### src/rtl/led_pattern_sequencer.sv
`default_nettype none
// ============================================================================
//  Module      : led_pattern_sequencer
//  Description : Prescaled LED pattern shifter (rotate left/right, bounce,
//                freeze) with parallel load.
//  Revision    : 1.0 - initial release
// ============================================================================
module led_pattern_sequencer #(
    parameter int                NB_LED       = 4,
    parameter int                PRESC_MAX    = 12_500_000,
    parameter logic [NB_LED-1:0] INIT_PATTERN = 'b1
) (
    input  logic              clock,
    input  logic              i_reset,
    input  logic              i_valid,
    input  logic [1:0]        i_mode,
    input  logic              i_load,
    input  logic [NB_LED-1:0] i_pattern,
    output logic [NB_LED-1:0] o_led,
    output logic              o_step,
    output logic              o_dir
);

    localparam int                  c_cnt_w    = (PRESC_MAX > 1) ? $clog2(PRESC_MAX) : 1;
    localparam logic [c_cnt_w-1:0]  c_cnt_last = c_cnt_w'(PRESC_MAX - 1);
    localparam logic [c_cnt_w-1:0]  c_cnt_one  = c_cnt_w'(1);
    localparam logic [1:0]          c_mode_rotl   = 2'b00;
    localparam logic [1:0]          c_mode_rotr   = 2'b01;
    localparam logic [1:0]          c_mode_bounce = 2'b10;
    localparam logic [1:0]          c_mode_freeze = 2'b11;

    typedef enum logic [0:0] {
        S_LEFT  = 1'b0,
        S_RIGHT = 1'b1
    } dir_state_t;

    logic [c_cnt_w-1:0] r_count;
    logic [NB_LED-1:0]  r_led;
    logic               r_step;
    dir_state_t         r_dir;

    logic               w_advance;
    logic               w_tick;
    logic [NB_LED-1:0]  w_next_led;
    dir_state_t         w_next_dir;

    assign w_advance = i_valid && (i_mode != c_mode_freeze);
    assign w_tick    = w_advance && (r_count == c_cnt_last);

    // Pattern and bounce direction that a tick would commit this cycle.
    always_comb begin
        w_next_led = r_led;
        w_next_dir = r_dir;
        case (i_mode)
            c_mode_rotl: w_next_led = {r_led[NB_LED-2:0], r_led[NB_LED-1]};
            c_mode_rotr: w_next_led = {r_led[0], r_led[NB_LED-1:1]};
            c_mode_bounce: begin
                if (r_dir == S_LEFT) begin
                    if (r_led[NB_LED-1]) begin
                        w_next_dir = S_RIGHT;
                        w_next_led = {1'b0, r_led[NB_LED-1:1]};
                    end else begin
                        w_next_led = {r_led[NB_LED-2:0], 1'b0};
                    end
                end else begin
                    if (r_led[0]) begin
                        w_next_dir = S_LEFT;
                        w_next_led = {r_led[NB_LED-2:0], 1'b0};
                    end else begin
                        w_next_led = {1'b0, r_led[NB_LED-1:1]};
                    end
                end
            end
            default: w_next_led = r_led;
        endcase
    end

    always_ff @(posedge clock) begin
        if (i_reset) begin
            r_count <= '0;
            r_led   <= INIT_PATTERN;
            r_step  <= 1'b0;
            r_dir   <= S_LEFT;
        end else if (i_load) begin
            r_count <= '0;
            r_led   <= i_pattern;
            r_step  <= 1'b0;
            r_dir   <= S_LEFT;
        end else begin
            r_step <= w_tick;
            if (w_advance) begin
                r_count <= w_tick ? '0 : (r_count + c_cnt_one);
            end
            if (w_tick) begin
                r_led <= w_next_led;
                r_dir <= w_next_dir;
            end
        end
    end

    assign o_led  = r_led;
    assign o_step = r_step;
    assign o_dir  = r_dir;

endmodule
`default_nettype wire

### config.mk
export PLATFORM = sky130hd
export DESIGN_NAME = led_pattern_sequencer
export DESIGN_NICKNAME = d
export VERILOG_FILES = /design/src/rtl/led_pattern_sequencer.sv
export SDC_FILE = /design/constraint.sdc
export NUM_CORES = 1
export LEC_CHECK = 0
export ABC_AREA = 1
export CORE_MARGIN = 1
export CORE_UTILIZATION = 29
export DETAILED_ROUTE_END_ITERATION = 8
export PLACE_DENSITY_LB_ADDON = 0.2
export SLEW_MARGIN = 0
export SYNTH_ARGS = -nofsm -noshare
export SYNTH_HDL_FRONTEND = slang
export SYNTH_SLANG_ARGS = --single-unit
### constraint.sdc
create_clock -name clock -period 2.1 [get_ports clock]
set_clock_uncertainty 0.1 [all_clocks]
set_input_delay 0.63 -clock clock [delete_from_list [all_inputs] [get_ports clock]]
set_output_delay 0.63 -clock clock [all_outputs]
set_load 0.02 [all_outputs]
* Word level (Yosys, flattened, before mapping)
Index checks and enable logic that the tools add are counted.
** Word-level totals
- Bits of input ports :: 10
- Logic and storage cells :: 27
- Register bits after elaboration :: 30
- Output and inout bits :: 6
** Operators by class
- Muxes and demuxes :: 10
- Reductions and logical operators :: 8
- Add/subtract/negate cells :: 1
- Equality and inequality tests :: 4
** Operators by type and width (count)
- 24-bit by 1-bit adder with 24-bit output (second input constant) :: 1
- 24-bit == test (second input constant) :: 1
- 24-bit 2-to-1 mux :: 1
- 4-bit 2-to-1 mux :: 5
- 4-bit one-hot mux with 3 select lines :: 1
- 2-bit AND reduction :: 2
- 4-bit nonzero test :: 1
- 1-bit 2-to-1 mux :: 3
- 2-bit by 1-bit == test with 1-bit output (second input constant) :: 1
- 2-bit == test (second input constant) :: 1
- 1-bit logical AND :: 2
- 2-bit zero test :: 1
- 2-bit != test (second input constant) :: 1
- 2-bit nonzero test :: 1
- 2-bit OR reduction :: 1

* Depth between registers and ports, before layout
Gate-level depths: netlist (run 1).
- Depth after elaboration :: 5
- Depth in mapped cells :: 11
- Depth with buffers taken out :: 11

* Least setup slack after synthesis (run 1)
OpenSTA, ideal clock, no wires.
- Kind :: in2reg
- From :: in i_mode[0]
- To :: reg r_led[3] (netlist: o_led[3])
- Stages on the path :: 8
- Setup slack :: 168 ps
- Arrival :: 1718 ps
- Buffers on the path :: 1
- Data required time :: 1887 ps
- Library setup time :: 113 ps
- Path through :: inv_1 -> ha_1 -> clkbuf_1 -> or2_2 -> nand3_4 -> nand2_2 -> nor2_1 -> nor2_1
** Between the ends
- Longest elaborated chain between the ends :: 5
- Elaborated cells between the ends (all ways) :: 12
- Those cells by class :: eq/ne (3); mux (3); reduce/logical (6)
** RTL lines
- start: declaration :: RTL line 16 : input logic [1:0] i_mode,
- parallel branches: the longest is 5 deep, another holds 4-bit one-hot mux with 3 select lines
- end signal: assignment :: RTL line 86 : r_led <= i_pattern;
- end signal: assignment :: RTL line 95 : r_led <= w_next_led;
- end: declaration :: RTL line 38 : logic [NB_LED-1:0] r_led;
Parallel ways; which one is timed is not known. The select of a mux whose other input is x is not followed.
A chain may end at the register's enable or synchronous reset.

* Final worst setup path (run 1)
- From :: reg r_led[2] (netlist: o_led[2])
- To :: out o_led[2]
** RTL lines
- end: declaration :: RTL line 19 : output logic [NB_LED-1:0] o_led,
No word-level cell between the ends.

==> results of run 1 <==
## final timing paths
kind                     end  slack, ns  cells after the start  startpoint
setup / recovery    o_led[2]        0.1                      1    o_led[2]
hold / removal    r_count[9]       0.39                      2  r_count[9]
setup reg to reg  r_count[5]       0.40                      9  r_count[0]
hold reg to reg   r_count[9]       0.39                      2  r_count[9]
## report_power, final
| group | leakage, nW | total [mW] | internal (mW) | switching, mW |
|---|---|---|---|---|
| clock | 0.0472 | 0.490 | 0.263 | 0.227 |
| sequential | 0.243 | 0.583 | 0.576 | 0.00737 |
| combinational | 0.693 | 0.162 | 0.0795 | 0.0825 |
## layout make-up
cell class	count	area share, %
Clock buffer	6	3.487
Timing Repair Buffer	38	14.58
Sequential cell	30	25.36
Multi-Input combinational cell	199	45.91
Inverter	39	6.181
Clock inverter	2	0.5283
Tap cell	75	3.962
## cell usage after synthesis
| cell type | number |
|---|---|
| nand2_1 | 60 |
| nor2_1 | 47 |
| inv_1 | 37 |
| dfxtp_1 | 30 |
| nand3_1 | 27 |
| o21ai_0 | 10 |
| a21oi_1 | 8 |
| nor3_1 | 6 |
| ha_1 | 5 |
| nor2_2 | 5 |
| nand4_1 | 4 |
| nor2_4 | 4 |
| or2_2 | 3 |
| xor2_1 | 3 |
| nand2_4 | 2 |
| o21bai_1 | 2 |
| a211oi_1 | 1 |
| a21boi_0 | 1 |
| a21oi_2 | 1 |
| and3_1 | 1 |
| buf_6 | 1 |
| clkbuf_1 | 1 |
| clkinv_1 | 1 |
| inv_2 | 1 |
| nand2_2 | 1 |
| nand3_4 | 1 |
| nand3b_1 | 1 |
| nor3_4 | 1 |
| o211a_1 | 1 |
| o21a_1 | 1 |
| o21ai_2 | 1 |
| o21bai_2 | 1 |
| o22ai_1 | 1 |
## flip-flops by register name (all words and copies together), names as in the netlist
signal	cells
r_count	24
o_led	4
o_dir	1
o_step	1
## routing by layer
| metal | share of wire (%) | routed length [um] | GRT usage, % | vias to the layer above |
|---|---|---|---|---|
| met2 | 47 | 2008 | 23.47 | 15 |
| met5 | 0 | 0 | 0 | - |
| met1 | 49 | 2072 | 18.34 | 792 |
| met3 | 2.1 | 91 | 3.409 | 7 |
| met4 | 1.8 | 77 | 6.429 | 0 |
| li1 | - | - | - | 936 |
## what timing repair did
action / CTS / global route
gates cloned: 0 / 0
pin swaps: 3 / 8
buffers inserted: 1 / 1
setup endpoints to repair: 29 / 26
resized for setup: 16 / 10
## layout by cell type (no fill, tap or decap), types with 2 or more instances in the layout
cell type,Yosys,routed
nand2_1,60,57
nor2_1,47,46
inv_1,37,35
dfxtp_1,30,30
nand3_1,27,24
buf_4,0,19
clkdlybuf4s50_1,0,11
a21oi_1,8,8
o21ai_0,10,7
nor2_4,4,6
nor3_1,6,6
clkbuf_8,0,6
nor2_2,5,4
nand4_1,4,4
ha_1,5,4
inv_2,1,3
nand2_4,2,3
nand3_2,0,3
o21ai_1,0,3
nand2_2,1,3
xor2_1,3,3
dlygate4sd2_1,0,3
buf_6,1,3
o21bai_1,2,2
or2_2,3,2
## metrics by stage
stage                     setup TNS (ns)  std cells  instance area (um2)  util, %  total power, mW
after CTS                              0        388                 2311    39.03            1.253
after global routing                   0        389                 2369    40.00            1.303
after global placement            -11.32        379                 2173    36.71           0.7450
after floorplan                        0        270                 1787        -           0.6733
final                                  0        389                 2369    40.00            1.235
after detailed placement          -12.12        379                 2173    36.71           0.7455
## cells by family after synthesis
kind of cell,after synthesis
and+or+nand+nor,163
buffers and inverters,41
xor gates and xnor gates,3
adders and majority gates,5
AOI/OAI and AO/OA,28
DFF,30
==> reports/summary.txt, run 1 <==
CTS buffer count: 5
Worst-path clk slew: 0.07 ns
Iter 0 DRT Violations: 49
Critical path cell sequence: clkdlybuf4s50_1
Compound-cell area share of the yosys netlist: 9.664%
Routed Antenna Nets: 0
CP Data Arrival Time: 1.27 ns
Worst path buffer plus inverter count: 1
Vias in the first global route: 1593
Port Buf Inserts: 15
Largest family of logic cells by synthesized area: simple AND/OR/NAND/NOR gates
Worst slew pin tran: 0.2563 ns
Synth Area in Simple Gates: 42.72%
CTS root buffer: clkbuf_8
Die W: 80.49 um
Status: finished clean
Hold Vio Cnt, Final: 0
WL per Instance: 10.92 um
Synth cell types: 33
Die extent in y: 80.49 um
Yosys reg bits: 30
CP required: 1.37 ns
Worst path slowest cell: clkdlybuf4s50_1
CTS hold repair buffers: 0
RSZ-0062 raised after global routing: false
Post-synthesis cell area: 0.001787 mm2
CTS sink count: 30
Setup crit start kind: flop
Global-route wire length before repair: 7127 um
Vias: 1750
Crit-path leading delay family: buffers and inverters
Final HPWL DP: 3329 um
Critical Path Sink Type: primary output
Final Max Tran Viols: 0
Crit path time final: 2.005 ns
Post-synth top area share: 33.61%
Hold slack: 0.3886 ns
CTS tree: built
Final worst setup slack: 0.09541 ns
Critical path class: flop to primary output
# setup viols final: 0
Initial Util: 30.18%
Register area share after synthesis: 33.61%
Multiplexer area fraction after synthesis: 0%
Synth area leaders: dfxtp_1 34%, nand2_1 13%, nor2_1 9.9%
PwrDens: 521.5 mW/mm2
Layout cell share with drive strength beyond 1: 19.75%
Antenna fix cells: 0
Clock buffer depth: 2
Lkg Pwr: 0.9825 nW
Dominant cell type by area after synthesis: dfxtp_1
Clock Latency Late Sink: 0.28 ns
Initial antenna violation count: 0
Slowest stage delay, CP: 0.62 ns
Layout Area Growth over Synthesis: 32.56%
# fillers: 654
Top Ports: 16
Slew headroom: 82.89%
Largest net degree at the start of global routing: 15
Hold/Removal Path Class: flop to flop
Via-per-instance ratio: 4.499
Pre-CTS WS: -0.5758 ns
DR pass1 iterations: 4
Post-synthesis xor/xnor area fraction: 1.471%
GRT Util Overall: 14.59%
Die Footprint: 0.006479 mm2
Register area: 600.6 um2
Max-cap violations: 0
Area of the multi-input gates: 0.001087 mm2
Routed wire length: 4249 um
Crit Path Max Fanout: 4
Post-synthesis adder-cell area fraction: 3.501%
CTS H-tree lvls: 2
Worst vdd ir: 0.0003266 V
Mean post-synth cell area: 6.617 um2
Final Cycle Share: 95.46%
Syn nets: 285
Fmax: 0.4989 GHz
Num rows: 28
Yosys Warn Count: 0
GRT Residual Overflow: 0
Synth Instances: 270
Core ar.: 0.005921 mm2
Nets: 328
Final GP Congestion: 0.8569
DRC viols: 0
(Power assumes the default switching activity.)
==> run 2: changes to the inputs <==
--- a/config.mk
+++ b/config.mk
@@ -9,6 +9,7 @@
 export CORE_MARGIN = 1
 export CORE_UTILIZATION = 29
 export DETAILED_ROUTE_END_ITERATION = 8
+export DONT_BUFFER_PORTS = 1
 export PLACE_DENSITY_LB_ADDON = 0.2
 export SLEW_MARGIN = 0
 export SYNTH_ARGS = -nofsm -noshare
==> constraint.sdc (replaced) <==
create_clock -name clock -period 2.1 [get_ports clock]
set_clock_uncertainty 0.1 [all_clocks]
set_input_delay 0.315 -clock clock [delete_from_list [all_inputs] [get_ports clock]]
set_output_delay 0.315 -clock clock [all_outputs]
set_load 0.02 [all_outputs]
==> reports/summary.txt, run 2 (synthesis gave the netlist of run 1 again) <==
Status: finished clean
Worst path buffer plus inverter count: 1
Worst vdd ir: 0.0002476 V
Crit Path Max Fanout: 6
Iter 0 DRT Violations: 41
Largest register FFs: 24
Largest net degree at the start of global routing: 15
Final Cycle Share: 84.43%
Num rows: 28
Post-Route Setup TNS: 0 ns
Critical Path Sink Type: flop
Routed Antenna Nets: 0
Antenna fix cells: 0
Vias in the first global route: 1571
Hold/Removal Path Class: input pin to flop
Setup crit start kind: flop
Top Ports: 16
Hold Vio Cnt, Final: 0
Finished Core Util: 33.18%
Max-cap violations: 0
Post-Layout Cell Count: 351
CP required: 2.17 ns
Initial antenna violation count: 0
Crit path time final: 1.773 ns
Worst Reg-to-Reg Cells: 8
RSZ-0062 raised after global routing: false
WL per Instance: 11.11 um
Worst slew pin tran: 0.4168 ns
CTS tree: built
CTS H-tree lvls: 2
GRT Util Overall: 14.03%
DR pass1 iterations: 4
CTS hold repair buffers: 0
Post-place instance area: 0.001866 mm2
CTS sink count: 30
Critical Path Stages: 8
Die extent in y: 80.49 um
Fmax: 0.5640 GHz
CTS buffer count: 5
Global-route wire length before repair: 6817 um
Initial Util: 30.18%
# fillers: 668
Layout Area Growth over Synthesis: 9.944%
Clock Latency Late Sink: 0.28 ns
Worst-path clk slew: 0.06 ns
PwrDens: 590.4 mW/mm2
DRC viols: 0
Clock buffer depth: 2
Commonest non-fill, non-tap cells in the layout: 60 x nand2_1, 47 x nor2_1, 37 x inv_1
Via-per-instance ratio: 4.541
Total power: 1.160 mW
Largest Register: r_count
# setup viols final: 0
Core ar.: 0.005921 mm2
Final worst setup slack: 0.3270 ns
Die W: 80.49 um
Crit-path leading delay family: simple AND/OR/NAND/NOR gates
Routed wire length: 3901 um
Slew headroom: 72.17%
Worst path slowest cell: dfxtp_1
Hold Path Stages: 2
GRT Residual Overflow: 0
Port Buf Inserts: 0
Critical path cell sequence: ha_1, inv_1, nor2_2, nand2_1, nor2_4, nand2_1, nand2_1, o21ai_0
Pre-CTS WS: 0.1757 ns
Cell mode on critical path: nand2_1
Design Area, Final: 0.001964 mm2
Vias: 1594
CTS root buffer: clkbuf_8
Slowest stage delay, CP: 0.38 ns
Die Footprint: 0.006479 mm2
Most common cell after layout, fill and taps aside: nand2_1
Placed cell count: 343
Layout cell share with drive strength beyond 1: 10.14%
CP Data Arrival Time: 1.84 ns
Final HPWL DP: 3041 um
Hold slack: 0.09485 ns
Lkg Pwr: 0.7901 nW
Critical path class: flop to flop
Final Max Tran Viols: 0
Final GP Congestion: 0.7441
Nets: 290
-- run 2: final timing paths --
kind / start / slack, ns / endpoint
hold / removal: i_reset / 0.09 / o_led[0]
setup reg to reg: r_count[0] / 0.33 / r_count[0]
setup / recovery: r_count[0] / 0.33 / r_count[0]
hold reg to reg: r_count[9] / 0.38 / r_count[9]
-- run 2: layout make-up --
class / count / area, um2 / area share [%]
Multi-Input combinational cell: 199 / 1032 / 52.55
Inverter: 39 / 146.4 / 7.452
Clock inverter: 1 / 5.005 / 0.2548
Clock buffer: 7 / 86.33 / 4.395
Tap cell: 75 / 93.84 / 4.777
Sequential cell: 30 / 600.6 / 30.57
-- run 2: timing repair --
action                                 in CTS  in global routing
setup buffers                               0                  0
resized for setup                           0                  1
setup endpoints to repair                   0                  1
endpoints found under the hold margin       0                  0
-- run 2: layer usage --
metal,global-route usage [%],up-vias,wire length (um)
met5,0,-,0
met1,16.58,709,1955
met3,3.409,7,79
met4,8.214,0,100
met2,22.88,9,1766
li1,-,869,-
-- run 2: power by group --
part	total [mW]	internal (mW)	switching, mW
registers	0.594	0.576	0.0176
clock network	0.483	0.264	0.219
logic	0.0833	0.0299	0.0534
total	1.16	0.870	0.290
==> run 3: changes to the inputs <==
==> constraint.sdc (replaced) <==
create_clock -name clock -period 1.4 [get_ports clock]
set_clock_uncertainty 0.1 [all_clocks]
set_input_delay 0.21 -clock clock [delete_from_list [all_inputs] [get_ports clock]]
set_output_delay 0.21 -clock clock [all_outputs]
set_load 0.02 [all_outputs]
==> reports/summary.txt, run 3 (synthesis gave the netlist of run 1 again) <==
Finished Core Util: 43.62%
Critical R2R Capture: o_led[3]
Worst Reg-to-Reg Cells: 10
Final HPWL DP: 3495 um
Routed wire length: 4594 um
Status: finished with violations
Lkg Pwr: 1.101 nW
Largest register FFs: 24
DRC viols: 0
Via-per-instance ratio: 4.526
Iter 0 DRT Violations: 71
GRT Util Overall: 15.68%
Commonest non-fill, non-tap cells in the layout: 50 x buf_4, 46 x nand2_1, 45 x nor2_1
DR pass1 iterations: 4
Top Ports: 16
CTS sink count: 30
Hold/Removal Path Class: input pin to flop
Fmax: 0.6447 GHz
Num rows: 28
Port Buf Inserts: 0
Layout cell share with drive strength beyond 1: 37.05%
Hold Path Stages: 3
Destination of the worst hold path: r_count[1]
WL per Instance: 11.29 um
Die extent in y: 80.49 um
Hold slack: 0.07638 ns
Final worst setup slack: -0.1512 ns
Die W: 80.49 um
CP required: 1.47 ns
RSZ-0062 raised after global routing: true
CTS H-tree lvls: 2
Post-place instance area: 0.002266 mm2
Final Cycle Share: 110.8%
Initial Util: 30.18%
PwrDens: 753.1 mW/mm2
Vias: 1842
Clock buffer depth: 2
Die Footprint: 0.006479 mm2
Final GP Congestion: 0.8536
CTS root buffer: clkbuf_8
FF-to-FF Start: r_count[0]
Worst slew pin tran: 0.2978 ns
Failing checks: setup timing
Setup crit start kind: flop
Worst vdd ir: 0.0002970 V
GRT Residual Overflow: 0
Initial antenna violation count: 0
Worst-path clk slew: 0.08 ns
Crit path time final: 1.551 ns
Post-Route Setup TNS: -2.901 ns
Hold Vio Cnt, Final: 0
Core ar.: 0.005921 mm2
Layout Area Growth over Synthesis: 44.54%
Global-route wire length before repair: 7790 um
Slew headroom: 80.08%
Critical Path Sink Type: flop
CTS tree: built
HP Start: i_valid
Design Area, Final: 0.002582 mm2
Max-cap violations: 0
CP Data Arrival Time: 1.63 ns
Largest Register: r_count
Nets: 346
Critical path class: flop to flop
Crit Path Max Fanout: 6
Routed Antenna Nets: 0
Largest net degree at the start of global routing: 11
CTS buffer count: 5
Final Max Tran Viols: 0
Most common cell after layout, fill and taps aside: buf_4
Worst reg2reg setup slack: -0.15 ns
Clock Latency Late Sink: 0.29 ns
Vias in the first global route: 1838
# setup viols final: 26
Antenna fix cells: 0
[run 3: cell count changes in the layout (fill, tap and decap cells not counted), sizes merged]
cell / previous run / this run
bufinv: 0 / 1
dlygate4sd3: 0 / 1
buf: 0 / 55
clkbuf: 7 / 5
clkinv: 2 / 3
[run 3: layer usage]
layer / global-route usage [%] / up-vias / routed length, um
li1: - / 981 / -
met1: 18.83 / 823 / 2172
met2: 27.29 / 28 / 2149
met3: 3.068 / 10 / 182
met4: 5.893 / 0 / 89
met5: 0 / - / 0
[run 3: worst max-delay path, cell delays in order, from the launching register on]
cell and delay (ns):
dfxtp_2 0.36, ha_4 0.14, inv_2 0.04, nor2_4 0.14, nand2_2 0.08, nor2_4 0.21
nand3_4 0.12, nand2_4 0.11, nand2_2 0.04, nand2_1 0.06, nor2_1 0.04
[run 3: worst max path at each step]
stage	start	end	slack (ns)	cells after the start
finish	r_count[0]	o_led[3]	-0.15	10
global route	r_count[0]	r_count[22]	-0.25	10
CTS	r_count[1]	r_count[16]	-0.16	9
detailed placement	r_count[1]	r_count[20]	-0.22	10
global placement	r_count[1]	r_count[22]	-0.24	10
floorplan	r_count[1]	o_led[2]	0.004	10
[run 3: repair_timing]
action,CTS,global route
endpoints found under the setup margin,29,29
gates cloned,0,0
hold buffers,1,0
buffers inserted,6,1
endpoints found under the hold margin,1,0
resized for setup,15,31
pin swaps,5,17
[run 3: final cells by class]
type / count / area [um2]
flip-flops and latches: 30 / 608.1
repair buffers: 56 / 441.7
multi-input cells: 199 / 1181
inverters: 39 / 148.9
fillers: 626 / 3338
clock buffers: 5 / 68.82
well taps: 75 / 93.84
clock inverters: 3 / 40.04
[run 3: through the flow]
stage,power (mW),instances,setup WS [ns]
3_5_place_dp,1.078,391,-0.2248
6_report,1.945,407,-0.1512
5_1_grt,2.039,407,-0.2456
3_3_place_gp,1.079,391,-0.2354
2_1_floorplan,1.024,270,0.004367
4_1_cts,1.971,406,-0.1551
[run 3: where the power goes]
part           switching [mW]  leakage, nW  internal (mW)
combinational           0.116        0.798         0.0859
sequential             0.0115        0.246          0.864
clock                   0.344       0.0579          0.523
total                   0.471         1.10           1.47
